File: src/rtl/dtlb_utlb_xlate_pkg.sv
// Shared TLB definitions for the data-side address bridge and its micro-TLB:
// field widths, segment codes, cache attribute encoding, FSM states and the
// exception flag bundle.
package dtlb_utlb_xlate_pkg;

  // VPN2 occupies vaddr[31:13], the odd-page select is vaddr[12],
  // and the PFN supplies paddr[31:12].
  localparam int VPN2_WD = 19;
  localparam int PFN_WD  = 20;

  // Segment codes on vaddr[31:28]
  localparam logic [3:0] KSEG0_LO = 4'h8;
  localparam logic [3:0] KSEG0_HI = 4'h9;
  localparam logic [3:0] KSEG1_LO = 4'hA;
  localparam logic [3:0] KSEG1_HI = 4'hB;

  localparam logic [2:0] CACHE_UNCACHED = 3'd2;

  typedef enum logic [1:0] {
    ST_IDLE    = 2'd0,
    ST_LOOKUP  = 2'd1,
    ST_RESOLVE = 2'd2
  } state_t;

  typedef struct packed {
    logic refill_l;
    logic refill_s;
    logic invalid_l;
    logic invalid_s;
    logic mod;
  } xflags_t;

  function automatic logic is_kseg0(input logic [3:0] seg);
    return (seg == KSEG0_LO) || (seg == KSEG0_HI);
  endfunction

  function automatic logic is_kseg1(input logic [3:0] seg);
    return (seg == KSEG1_LO) || (seg == KSEG1_HI);
  endfunction

endpackage

File: src/rtl/dtlb_utlb_xlate_if.sv
// MEM0 <-> translation unit request/response bus.
// master = MEM0 side, slave = translation unit.
interface dtlb_utlb_xlate_if;
  import dtlb_utlb_xlate_pkg::*;

  logic        req_valid;
  logic        req_ready;
  logic [31:0] vaddr;
  logic        is_load;
  logic        is_store;
  logic        is_cache;
  logic        resp_valid;
  logic [31:0] paddr;
  logic        uncached;
  logic        tlb_refill_l;
  logic        tlb_refill_s;
  logic        tlb_invalid_l;
  logic        tlb_invalid_s;
  logic        tlb_mod;

  modport master (
    output req_valid, vaddr, is_load, is_store, is_cache,
    input  req_ready, resp_valid, paddr, uncached,
           tlb_refill_l, tlb_refill_s, tlb_invalid_l, tlb_invalid_s, tlb_mod
  );

  modport slave (
    input  req_valid, vaddr, is_load, is_store, is_cache,
    output req_ready, resp_valid, paddr, uncached,
           tlb_refill_l, tlb_refill_s, tlb_invalid_l, tlb_invalid_s, tlb_mod
  );

endinterface

File: src/rtl/dtlb_utlb_xlate_utlb_cam.sv
// Fully-associative micro-TLB storage: parallel VPN match, one-hot to index
// read-out, fill at a round-robin pointer and a single-cycle flush of all
// valid bits (flush leaves the pointer where it is).
module utlb_cam
  import dtlb_utlb_xlate_pkg::*;
#(
  parameter int ENTRIES = 4,
  parameter int VPN_W   = VPN2_WD + 1,
  parameter int PFN_W   = PFN_WD
) (
  input  logic             clk,
  input  logic             reset,
  input  logic [VPN_W-1:0] lookup_vpn,
  output logic             hit,
  output logic [PFN_W-1:0] hit_pfn,
  output logic             hit_d,
  output logic [2:0]       hit_c,
  input  logic             fill,
  input  logic [VPN_W-1:0] fill_vpn,
  input  logic [PFN_W-1:0] fill_pfn,
  input  logic             fill_d,
  input  logic [2:0]       fill_c,
  input  logic             flush
);

  localparam int IDX_W = $clog2(ENTRIES);

  logic [ENTRIES-1:0] valid_q;
  logic [ENTRIES-1:0] match;
  logic [VPN_W-1:0]   vpn_q [ENTRIES];
  logic [PFN_W-1:0]   pfn_q [ENTRIES];
  logic               d_q   [ENTRIES];
  logic [2:0]         c_q   [ENTRIES];
  logic [IDX_W-1:0]   ptr_q;
  logic [IDX_W-1:0]   hit_idx;

  // Compare the lookup VPN against every valid entry in parallel.
  always_comb begin
    match = '0;
    for (int i = 0; i < ENTRIES; i++) begin
      match[i] = valid_q[i] && (vpn_q[i] == lookup_vpn);
    end
  end

  // Encode the (at most one-hot) match vector into a read index.
  always_comb begin
    hit_idx = '0;
    for (int i = 0; i < ENTRIES; i++) begin
      if (match[i]) hit_idx = hit_idx | IDX_W'(i);
    end
  end

  assign hit     = |match;
  assign hit_pfn = pfn_q[hit_idx];
  assign hit_d   = d_q[hit_idx];
  assign hit_c   = c_q[hit_idx];

  // Valid bits and replacement pointer; flush wins over a same-cycle fill.
  always_ff @(posedge clk or posedge reset) begin
    if (reset) begin
      valid_q <= '0;
      ptr_q   <= '0;
    end else if (flush) begin
      valid_q <= '0;
    end else if (fill) begin
      valid_q[ptr_q] <= 1'b1;
      ptr_q          <= (ptr_q == IDX_W'(ENTRIES - 1)) ? '0 : ptr_q + IDX_W'(1);
    end
  end

  // Entry payload; only meaningful while the matching valid bit is set.
  always_ff @(posedge clk) begin
    if (fill) begin
      vpn_q[ptr_q] <= fill_vpn;
      pfn_q[ptr_q] <= fill_pfn;
      d_q[ptr_q]   <= fill_d;
      c_q[ptr_q]   <= fill_c;
    end
  end

endmodule

File: src/rtl/dtlb_utlb_xlate.sv
// Data-side address bridge between MEM0 and the main TLB with a micro-TLB.
// kseg0/kseg1 and uTLB hits answer one cycle after acceptance; a uTLB miss
// searches the main TLB s1 port (LOOKUP -> RESOLVE) and answers after three.
// Optional macro UTLB_PERF_COUNT_EN adds saturating mapped hit/miss counters.
module dtlb_utlb_xlate
  import dtlb_utlb_xlate_pkg::*;
#(
  parameter int UTLB_ENTRIES = 4,
  parameter int PFN_W        = PFN_WD,
  parameter int VPN2_W       = VPN2_WD
) (
  input  logic                clk,
  input  logic                reset,
  dtlb_utlb_xlate_if.slave    bus,
  output logic [VPN2_W-1:0]   s1_vpn2,
  output logic                s1_odd_page,
  input  logic                s1_found,
  input  logic                s1_d,
  input  logic                s1_v,
  input  logic [2:0]          s1_c,
  input  logic [PFN_W-1:0]    s1_pfn,
  input  logic                utlb_flush
`ifdef UTLB_PERF_COUNT_EN
  ,
  output logic [31:0]         perf_hit_cnt,
  output logic [31:0]         perf_miss_cnt
`endif
);

  localparam int VPN_W = VPN2_W + 1;

  function automatic logic [31:0] make_paddr(input logic [PFN_W-1:0] pfn,
                                             input logic [11:0] off);
    logic [PFN_W+11:0] full;
    full = {pfn, off};
    return 32'(full);
  endfunction

  state_t      state_q, state_d;
  logic [31:0] miss_vaddr;
  logic        miss_store;
  logic        latch;
  logic        fill;

  logic        resp_valid_d, resp_valid_p1;
  logic [31:0] paddr_d, paddr_p1;
  logic        uncached_d, uncached_p1;
  xflags_t     flags_d, flags_p1;

  logic             cam_hit;
  logic [PFN_W-1:0] hit_pfn;
  logic             hit_d;
  logic [2:0]       hit_c;

  logic [3:0] seg;
  logic       kseg1;
  logic       unmapped;
  logic       accept;
  logic       req_store;

  assign seg       = bus.vaddr[31:28];
  assign kseg1     = is_kseg1(seg);
  assign unmapped  = is_kseg0(seg) || kseg1;
  assign accept    = bus.req_valid && (state_q == ST_IDLE);
  assign req_store = bus.is_store && !(bus.is_load || bus.is_cache);

  utlb_cam #(
    .ENTRIES (UTLB_ENTRIES),
    .VPN_W   (VPN_W),
    .PFN_W   (PFN_W)
  ) u_cam (
    .clk        (clk),
    .reset      (reset),
    .lookup_vpn (bus.vaddr[31 -: VPN_W]),
    .hit        (cam_hit),
    .hit_pfn    (hit_pfn),
    .hit_d      (hit_d),
    .hit_c      (hit_c),
    .fill       (fill),
    .fill_vpn   (miss_vaddr[31 -: VPN_W]),
    .fill_pfn   (s1_pfn),
    .fill_d     (s1_d),
    .fill_c     (s1_c),
    .flush      (utlb_flush)
  );

  // Next state, uTLB fill and the response to register this cycle.
  always_comb begin
    state_d      = state_q;
    latch        = 1'b0;
    fill         = 1'b0;
    resp_valid_d = 1'b0;
    paddr_d      = '0;
    uncached_d   = 1'b0;
    flags_d      = '0;
    case (state_q)
      ST_IDLE: begin
        if (accept) begin
          if (unmapped) begin
            resp_valid_d = 1'b1;
            paddr_d      = {3'b000, bus.vaddr[28:0]};
            uncached_d   = kseg1;
          end else if (cam_hit) begin
            resp_valid_d = 1'b1;
            paddr_d      = make_paddr(hit_pfn, bus.vaddr[11:0]);
            uncached_d   = (hit_c == CACHE_UNCACHED);
            flags_d.mod  = req_store && !hit_d;
          end else begin
            latch   = 1'b1;
            state_d = ST_LOOKUP;
          end
        end
      end
      ST_LOOKUP: begin
        // A flush here just repeats the search from the latched address.
        state_d = utlb_flush ? ST_LOOKUP : ST_RESOLVE;
      end
      ST_RESOLVE: begin
        if (utlb_flush) begin
          // Main TLB is being rewritten: drop this result and search again.
          state_d = ST_LOOKUP;
        end else begin
          state_d      = ST_IDLE;
          resp_valid_d = 1'b1;
          if (!s1_found) begin
            flags_d.refill_s = miss_store;
            flags_d.refill_l = !miss_store;
          end else if (!s1_v) begin
            flags_d.invalid_s = miss_store;
            flags_d.invalid_l = !miss_store;
          end else begin
            fill        = 1'b1;
            paddr_d     = make_paddr(s1_pfn, miss_vaddr[11:0]);
            uncached_d  = (s1_c == CACHE_UNCACHED);
            flags_d.mod = miss_store && !s1_d;
          end
        end
      end
      default: state_d = ST_IDLE;
    endcase
  end

  // FSM state and the registered response; reset drops any pending miss.
  always_ff @(posedge clk or posedge reset) begin
    if (reset) begin
      state_q       <= ST_IDLE;
      resp_valid_p1 <= 1'b0;
      paddr_p1      <= '0;
      uncached_p1   <= 1'b0;
      flags_p1      <= '0;
    end else begin
      state_q       <= state_d;
      resp_valid_p1 <= resp_valid_d;
      paddr_p1      <= paddr_d;
      uncached_p1   <= uncached_d;
      flags_p1      <= flags_d;
    end
  end

  // Hold the missing request for the main-TLB search and the eventual fill.
  always_ff @(posedge clk) begin
    if (latch) begin
      miss_vaddr <= bus.vaddr;
      miss_store <= req_store;
    end
  end

  assign bus.req_ready     = (state_q == ST_IDLE);
  assign bus.resp_valid    = resp_valid_p1;
  assign bus.paddr         = paddr_p1;
  assign bus.uncached      = uncached_p1;
  assign bus.tlb_refill_l  = flags_p1.refill_l;
  assign bus.tlb_refill_s  = flags_p1.refill_s;
  assign bus.tlb_invalid_l = flags_p1.invalid_l;
  assign bus.tlb_invalid_s = flags_p1.invalid_s;
  assign bus.tlb_mod       = flags_p1.mod;

  assign s1_vpn2     = (state_q == ST_LOOKUP) ? miss_vaddr[31 -: VPN2_W] : '0;
  assign s1_odd_page = (state_q == ST_LOOKUP) && miss_vaddr[31 - VPN2_W];

`ifdef UTLB_PERF_COUNT_EN
  function automatic logic [31:0] sat_inc(input logic [31:0] v);
    return (v == 32'hFFFF_FFFF) ? v : v + 32'd1;
  endfunction

  // Mapped hit/miss counters, sampled at acceptance and saturating.
  always_ff @(posedge clk or posedge reset) begin
    if (reset) begin
      perf_hit_cnt  <= '0;
      perf_miss_cnt <= '0;
    end else if (accept && !unmapped) begin
      if (cam_hit) perf_hit_cnt  <= sat_inc(perf_hit_cnt);
      else         perf_miss_cnt <= sat_inc(perf_miss_cnt);
    end
  end
`else
  // Counters not built in this configuration.
`endif

endmodule

File: src/flat_wrapper.sv
// flat-port wrapper written by rule: the top's interface ports become plain ports
module dtlb_utlb_xlate_flat import dtlb_utlb_xlate_pkg::*;
#(
  parameter int UTLB_ENTRIES = 4,
  parameter int PFN_W        = PFN_WD,
  parameter int VPN2_W       = VPN2_WD
)
  (clk, reset, s1_vpn2, s1_odd_page, s1_found, s1_d, s1_v, s1_c, s1_pfn, utlb_flush, bus_req_valid, bus_vaddr, bus_is_load, bus_is_store, bus_is_cache, bus_req_ready, bus_resp_valid, bus_paddr, bus_uncached, bus_tlb_refill_l, bus_tlb_refill_s, bus_tlb_invalid_l, bus_tlb_invalid_s, bus_tlb_mod);
  dtlb_utlb_xlate_if bus_i ();
  input  logic clk;
  input  logic reset;
  output logic [VPN2_W-1:0] s1_vpn2;
  output logic s1_odd_page;
  input  logic s1_found;
  input  logic s1_d;
  input  logic s1_v;
  input  logic [2:0] s1_c;
  input  logic [PFN_W-1:0] s1_pfn;
  input  logic utlb_flush;
  input wire logic [$bits(bus_i.req_valid)-1:0] bus_req_valid;
  input wire logic [$bits(bus_i.vaddr)-1:0] bus_vaddr;
  input wire logic [$bits(bus_i.is_load)-1:0] bus_is_load;
  input wire logic [$bits(bus_i.is_store)-1:0] bus_is_store;
  input wire logic [$bits(bus_i.is_cache)-1:0] bus_is_cache;
  output wire logic [$bits(bus_i.req_ready)-1:0] bus_req_ready;
  output wire logic [$bits(bus_i.resp_valid)-1:0] bus_resp_valid;
  output wire logic [$bits(bus_i.paddr)-1:0] bus_paddr;
  output wire logic [$bits(bus_i.uncached)-1:0] bus_uncached;
  output wire logic [$bits(bus_i.tlb_refill_l)-1:0] bus_tlb_refill_l;
  output wire logic [$bits(bus_i.tlb_refill_s)-1:0] bus_tlb_refill_s;
  output wire logic [$bits(bus_i.tlb_invalid_l)-1:0] bus_tlb_invalid_l;
  output wire logic [$bits(bus_i.tlb_invalid_s)-1:0] bus_tlb_invalid_s;
  output wire logic [$bits(bus_i.tlb_mod)-1:0] bus_tlb_mod;
  assign bus_i.req_valid = bus_req_valid;
  assign bus_i.vaddr = bus_vaddr;
  assign bus_i.is_load = bus_is_load;
  assign bus_i.is_store = bus_is_store;
  assign bus_i.is_cache = bus_is_cache;
  assign bus_req_ready = bus_i.req_ready;
  assign bus_resp_valid = bus_i.resp_valid;
  assign bus_paddr = bus_i.paddr;
  assign bus_uncached = bus_i.uncached;
  assign bus_tlb_refill_l = bus_i.tlb_refill_l;
  assign bus_tlb_refill_s = bus_i.tlb_refill_s;
  assign bus_tlb_invalid_l = bus_i.tlb_invalid_l;
  assign bus_tlb_invalid_s = bus_i.tlb_invalid_s;
  assign bus_tlb_mod = bus_i.tlb_mod;
  dtlb_utlb_xlate #(.UTLB_ENTRIES(UTLB_ENTRIES), .PFN_W(PFN_W), .VPN2_W(VPN2_W)) u_core (.clk(clk), .reset(reset), .bus(bus_i), .s1_vpn2(s1_vpn2), .s1_odd_page(s1_odd_page), .s1_found(s1_found), .s1_d(s1_d), .s1_v(s1_v), .s1_c(s1_c), .s1_pfn(s1_pfn), .utlb_flush(utlb_flush));
endmodule
File: config.mk
export PLATFORM = sky130hd
export DESIGN_NAME = dtlb_utlb_xlate_flat
export DESIGN_NICKNAME = d
export VERILOG_FILES = /design/src/rtl/dtlb_utlb_xlate_pkg.sv /design/src/rtl/dtlb_utlb_xlate_if.sv /design/src/rtl/dtlb_utlb_xlate_utlb_cam.sv /design/src/rtl/dtlb_utlb_xlate.sv /design/src/flat_wrapper.sv
export SDC_FILE = /design/constraint.sdc
export NUM_CORES = 1
export LEC_CHECK = 0
export ABC_AREA = 1
export ABC_CLOCK_PERIOD_IN_PS = 3700
export BUFFER_PORTS_ARGS = -buffer_cell sky130_fd_sc_hd__buf_4
export CORE_UTILIZATION = 45
export CTS_BUF_LIST = sky130_fd_sc_hd__clkbuf_4
export DETAILED_ROUTE_END_ITERATION = 6
export PLACE_DENSITY = 0.66
export SYNTH_ARGS = -nofsm -noshare
export SYNTH_HDL_FRONTEND = slang
export SYNTH_SLANG_ARGS = --single-unit
File: constraint.sdc
create_clock -name clk -period 3.7 [get_ports clk]
set_input_delay 0.37 -clock clk [delete_from_list [all_inputs] [get_ports clk]]
set_output_delay 0.37 -clock clk [all_outputs]
set_load 0.01 [all_outputs]
Word level (Yosys, flattened, before mapping) --
Memory sizes are Yosys's and may differ from the RTL's. Cells that the tools add are included. Widths: inputs -> output; s select.
Storage, ports and cells: bits of input ports 65, memories 4, flip-flop bits (word level) 80, word-level logic and storage cells 115, output and inout bits 60, bits in writable memories 176
Cells by class: $lt $le $gt $ge 2, equality and inequality tests 16, reduce and logical (&&, ||, !) cells 23, multiplexer cells 54, add/subtract/negate cells 1, bitwise operators 2
Memories:
- u_core.u_cam.pfn_q | depth 4, bits a word 20, rd ports 1, clocked after Yosys merged registers in 0, write ports 1, RTL line dtlb_utlb_xlate_utlb_cam.sv:31 | logic [PFN_W-1:0] pfn_q [ENTRIES];
- u_core.u_cam.vpn_q | depth 4, bits a word 20, rd ports 4, clocked after Yosys merged registers in 0, write ports 1, RTL line dtlb_utlb_xlate_utlb_cam.sv:30 | logic [VPN_W-1:0] vpn_q [ENTRIES];
- u_core.u_cam.c_q | depth 4, bits a word 3, rd ports 1, clocked after Yosys merged registers in 0, write ports 1, RTL line dtlb_utlb_xlate_utlb_cam.sv:33 | logic [2:0] c_q [ENTRIES];
- u_core.u_cam.d_q | depth 4, bits a word 1, rd ports 1, clocked after Yosys merged registers in 0, write ports 1, RTL line dtlb_utlb_xlate_utlb_cam.sv:32 | logic d_q [ENTRIES];
Operators by type and width (count):
- $mux 32 | 6
- $eq 20x20->1 | 4
- $pmux 32 s2 | 1
- $mux 1 | 27
- $mux 19 | 1
- $mux 2 | 9
- $eq 4x4->1 const B | 4
- $mux 4 | 3
- $logic_and 1x1->1 | 10
- $eq 3x2->1 const B | 2
- $pmux 1 s2 | 3
- $pmux 2 s3 | 1
- $mux 5 | 1
- $eq 2x2->1 const B | 2
- $logic_not 1->1 | 4
- $logic_or 1x1->1 | 4
- $ne 2x2->1 const B | 2
- $or 4x4->4 | 1
- $reduce_or 4->1 | 1
- $lt 2x3->1 const B | 1
- $mux 3 | 1
- $reduce_and 3->1 | 1
- $add 2x1->2 const B | 1
- $demux 1 s2 | 1
- 7 further kinds | 7

Longest topological paths before layout --
An unclocked memory read counts as a cell.
depth in word-level cells 13, gate-level depth with buffers 15, gate-level depth less buffers 14

Modules after synthesis --
A second synthesis with hierarchy kept.
Second synthesis, totals: cell total of the unflattened synthesis 1240, area total of the unflattened synthesis 11827.6 µm²
Modules (own cells, without submodules):
- utlb_cam | cells an instance 894, sequential area each 5435.2 µm², instances 1, area an instance 8610.8 µm²
- dtlb_utlb_xlate | cells an instance 346, sequential area each 2016.9 µm², instances 1, area an instance 3216.8 µm²

Worst setup path after synthesis --
Ideal clock, no wire load.
path type input -> register, from input bus_vaddr[16], to register u_core.miss_store (enable), library setup time 0.423 ns, path buffers 1, data arrival time 2.833 ns, stages on the path 10, slack 0.444 ns, data required time 3.277 ns, cell sequence inv_1 -> or2_0 -> nand3_1 -> nor2_2 -> nand3_2 -> nand2_4 -> nor2_1 -> nand2_1 -> buf_4 -> nor2_1
Between the ends: cells in the longest elaborated chain, start to end 7, elaborated cells on any way between the ends 13, classes of those cells eq/ne: 4; mux: 4; reduce/logical: 5
Ends and longest elaborated chain:
- start: declaration | RTL line flat_wrapper.sv:21 | input wire logic [$bits(bus_i.vaddr)-1:0] bus_vaddr;
- $eq 20x20->1 | RTL line dtlb_utlb_xlate_utlb_cam.sv:41 | match[i] = valid_q[i] && (vpn_q[i] == lookup_vpn);
- $logic_and 1x1->1 | RTL line dtlb_utlb_xlate_utlb_cam.sv:41
- $reduce_or 4->1 * | RTL line dtlb_utlb_xlate_utlb_cam.sv:53 | assign hit = |match;
- $mux 1 * | RTL line dtlb_utlb_xlate.sv:103 | end else if (cam_hit) begin
- $mux 1 * | RTL line dtlb_utlb_xlate.sv:99 | if (unmapped) begin
- $mux 1 * | RTL line dtlb_utlb_xlate.sv:98 | if (accept) begin
- $mux 1 * | RTL line dtlb_utlb_xlate.sv:96 | case (state_q)
- named net u_core.latch | RTL line dtlb_utlb_xlate.sv:42 | logic latch;
- end signal: assignment | RTL line dtlb_utlb_xlate.sv:164 | miss_store <= req_store;
- end: declaration | RTL line dtlb_utlb_xlate.sv:41 | logic miss_store;
The timed path passes the listed nets; every way through them passes the cells marked *. A chain may end at the register's enable or synchronous reset.

Worst setup path after layout --
from input bus_vaddr[31], to register u_core.miss_vaddr[10] (enable)
Between the ends: cells in the longest elaborated chain, start to end 7, elaborated cells on any way between the ends 20, classes of those cells eq/ne: 8; mux: 4; reduce/logical: 8
Ends and longest elaborated chain:
- $eq 20x20->1 | RTL line dtlb_utlb_xlate_utlb_cam.sv:41
- $logic_and 1x1->1 | RTL line dtlb_utlb_xlate_utlb_cam.sv:41
- $reduce_or 4->1 | RTL line dtlb_utlb_xlate_utlb_cam.sv:53
- $mux 1 | RTL line dtlb_utlb_xlate.sv:103
- $mux 1 * | RTL line dtlb_utlb_xlate.sv:99
- $mux 1 * | RTL line dtlb_utlb_xlate.sv:98
- $mux 1 * | RTL line dtlb_utlb_xlate.sv:96
- named net u_core.latch | RTL line dtlb_utlb_xlate.sv:42
- end signal: assignment | RTL line dtlb_utlb_xlate.sv:163 | miss_vaddr <= bus.vaddr;
- end: declaration | RTL line dtlb_utlb_xlate.sv:40 | logic [31:0] miss_vaddr;
Marks and branches as above.

==> metrics.yaml <==
critical_path:
  critPathMaxStageDelay_ns: 0.54
  crit_type: "in2reg"
  critical_path.max_fanout: 22
  required_ns: 3.99
  startpoint_type: "primary input"
  slowest_stage: "dlygate4sd3_1"
  cp-end-kind: "register"
  critical_path_arrival_ns: 3.04
  worst_path_most_repeated_cell: "nand2_1"
  r2r-start: "u_core.u_cam.vpn_q[3][1]"
  crit_buf_inv: 4
  reg2reg_to: "u_core.miss_vaddr[10]"
  path_cells: "dlygate4sd3_1 > buf_4 > inv_1 > nand2_1 > nand2_1 > nor2_1 > nand2_1 > nor2_1 > nand3_2 > nand2_4 > nor2_1 > nand2_1 > nor2_4 > buf_4"
  reg2reg_setup_slack_ns: 1.07
  rr_worst_depth: 9
  cpLargestDelayFamily: "simple AND/OR/NAND/NOR gates"
synthesis:
  async_reset_ff_share_pct: 18.4
  yosysSeqAreaShare_pct: 68.8
  synth_edf_count: 209
  ys_seq_elements: 256
  ys_types: 35
  syn_nets: 1117
  syn_area_per_cell_um2: 10.3
  synthCells: 1048
  yosysWarnings: 0
  ys.flop_type: "edfxtp_1"
  syn_area_um2: 10800
place:
  place_area_um2: 12200
  gp_congestion: 0.946
  dp_hpwl_um: 17800
  place_inst: 1482
  port_buffers: 124
  post-place-ws_ns: 0.899
run_status:
  outcome: "finished clean"
run:
  cap_viol_max_count: 0
timing:
  worst_pin_slew_ns: 1.03
  clock-skew-final_ns: 0.0514
  whs_ns: 0.0566
  rsz0062_at_grt: "false"
  finalSetupViolCount: 0
  final-hold-violation-count: 0
  slew_headroom_pct: 31.2
  fin_crit_ns: 2.75
  final.setup.tns_ns: 0
  setup_slack_ns: 0.949
  fin_crit_sh_pct: 74.3
  fmax_mhz: 364
  slew_violations: 0
routing:
  drt-total-wl_um: 27000
  vias: 7962
  wl_per_cell_um: 16.2
  drtPass1Iterations: 5
  ant_nets: 0
  via_per_inst: 4.79
  drt_iter0_drc: 555
  drcViolationCount: 0
die:
  core_area_um2: 23500
  row_count: 56
  start_util_pct: 46.0
  die_w_um: 157
  die_height_um: 157
  ioPinCount: 125
  die-area_um2: 24700
global_routing:
  grt_pass1_wl_um: 41600
  grt_usage_pct: 22.8
  overflow: 0
  grt_max_degree: 48
  first_global_vias: 7790
  antenna_found_initial: 2
clock_network:
  root_buffer: "clkbuf_4"
  path_clk_slew_ns: 0.06
  cts_buffers: 68
  cts_tree: "built"
  ctsHoldBuffers: 61
  htree_levels: 3
  clk_latency_ns: 0.67
  postCtsSetupRepairBufs: 0
  cts_num_sinks: 256
  clk_path_buf_depth: 3
  cts.repair.resized: 0
worst_hold_path:
  min_path_type: "in2reg"
  holdPathStages: 3
  min_to: "u_core.miss_store"
  hold_start: "bus_is_store"
cells_and_area:
  instances_no_fill: 1662
  drive_above_1_share_pct: 21.5
  area_growth_pct: 26.1
  mostFrequentLayoutCell: "nand2_1"
  layout.nets: 1363
  layout_common_cells: "345 x nand2_1, 209 x edfxtp_1, 155 x inv_1"
  nFillCells: 2031
  fin_area_um2: 13700
power_and_ir_drop:
  p_per_area_nw_per_um2: 467
  peakVddDrop_v: 0.000348
  power_leakage_uw: 0.00622
[area by class of cell]
type                    instances  area [um^2]  area share (%)
well taps                     319          399            2.92
clock inverters                 8         31.3           0.229
diodes                          2         5.00          0.0366
clock buffers                 109          818            5.99
multi-input cells             598         2640            19.3
flip-flops and latches        256         7450            54.5
repair buffers                199         1670            12.2
inverters                     171          642            4.70
[logic make-up (layout without fill, tap and decap cells)]
family	Yosys count	count (layout)	synth area share, %
buffers and inverters	194	487	6.97
other	0	2	0
xor gates and xnor gates	9	9	0.727
and+or+nand+nor	509	509	19.3
adders and majority gates	4	4	0.462
DFF	256	256	68.8
AOI/OAI and AO/OA	76	76	3.76
[cell usage after synthesis (8+ instances only)]
| library cell | n | area [um^2] |
|---|---|---|
| edfxtp_1 | 209 | 6280 |
| xnor2_1 | 8 | 70.1 |
| nand3_1 | 48 | 240 |
| inv_1 | 159 | 597 |
| nor2_1 | 77 | 289 |
| o21ai_0 | 34 | 170 |
| a21oi_1 | 24 | 120 |
| or2_1 | 12 | 75.1 |
| dfrtp_1 | 47 | 1180 |
| inv_2 | 12 | 45.0 |
| o21ai_1 | 9 | 45.0 |
| buf_2 | 8 | 40.0 |
| or2_2 | 10 | 62.6 |
| clkbuf_1 | 8 | 30.0 |
| nand2_1 | 345 | 1290 |
[routing by layer]
metal  share of wire (%)  wire length [um]  track usage, %  vias up
met5                   0                 0               0        -
met3                 6.8              1830            5.18       58
met4                 2.3               627            8.65        0
li1                    -                 -               -     3877
met1                  43             11700            29.9     3750
met2                  47             12800            36.7      277
[sequential cells by signal (all words and copies together), names as in the netlist, 2 cells and up]
name / flops
u_core.u_cam.pfn_q: 80
u_core.miss_vaddr: 32
u_core.state_q: 2
u_core.u_cam.ptr_q: 2
u_core.u_cam.d_q: 4
u_core.u_cam.vpn_q: 80
u_core.bus.paddr: 32
u_core.u_cam.c_q: 12
u_core.u_cam.valid_q: 4
[worst register-to-register path, delay by kind of cell, from the launching register on]
family | cells | cell delay (ns)
buf+inv | 1 | 0.32
simple gates | 8 | 1.53
flops | 1 | 0.40
[metrics by stage]
stage               utilization [%]  power (uW)
floorplan                         -        3630
global placement               51.8        3960
detailed placement             51.8        3970
CTS                            58.0        6440
global route                   58.0        6680
finish                         58.0        6380
[where the power goes]
group | total [uW] | leakage [uW] | internal, uW | switching (uW)
Sequential | 3320 | 0.00253 | 3250 | 64.6
Combinational | 635 | 0.00316 | 258 | 377
Clock | 2430 | 0.000522 | 1320 | 1110
[worst max path at each step]
stage / cells past startpoint / startpoint / slack (ns) / endpoint
CTS: 14 / bus_vaddr[31] / 0.99 / u_core.miss_vaddr[9]
detailed placement: 13 / bus_vaddr[31] / 0.90 / u_core.miss_vaddr[12]
floorplan: 10 / bus_vaddr[16] / 0.44 / u_core.miss_store
global placement: 10 / bus_vaddr[31] / 0.95 / u_core.bus.paddr[12]
global route: 14 / bus_vaddr[31] / 0.82 / u_core.miss_vaddr[9]
finish: 14 / bus_vaddr[31] / 0.95 / u_core.miss_vaddr[10]
Note: power is estimated with default switching activity, not from simulation.
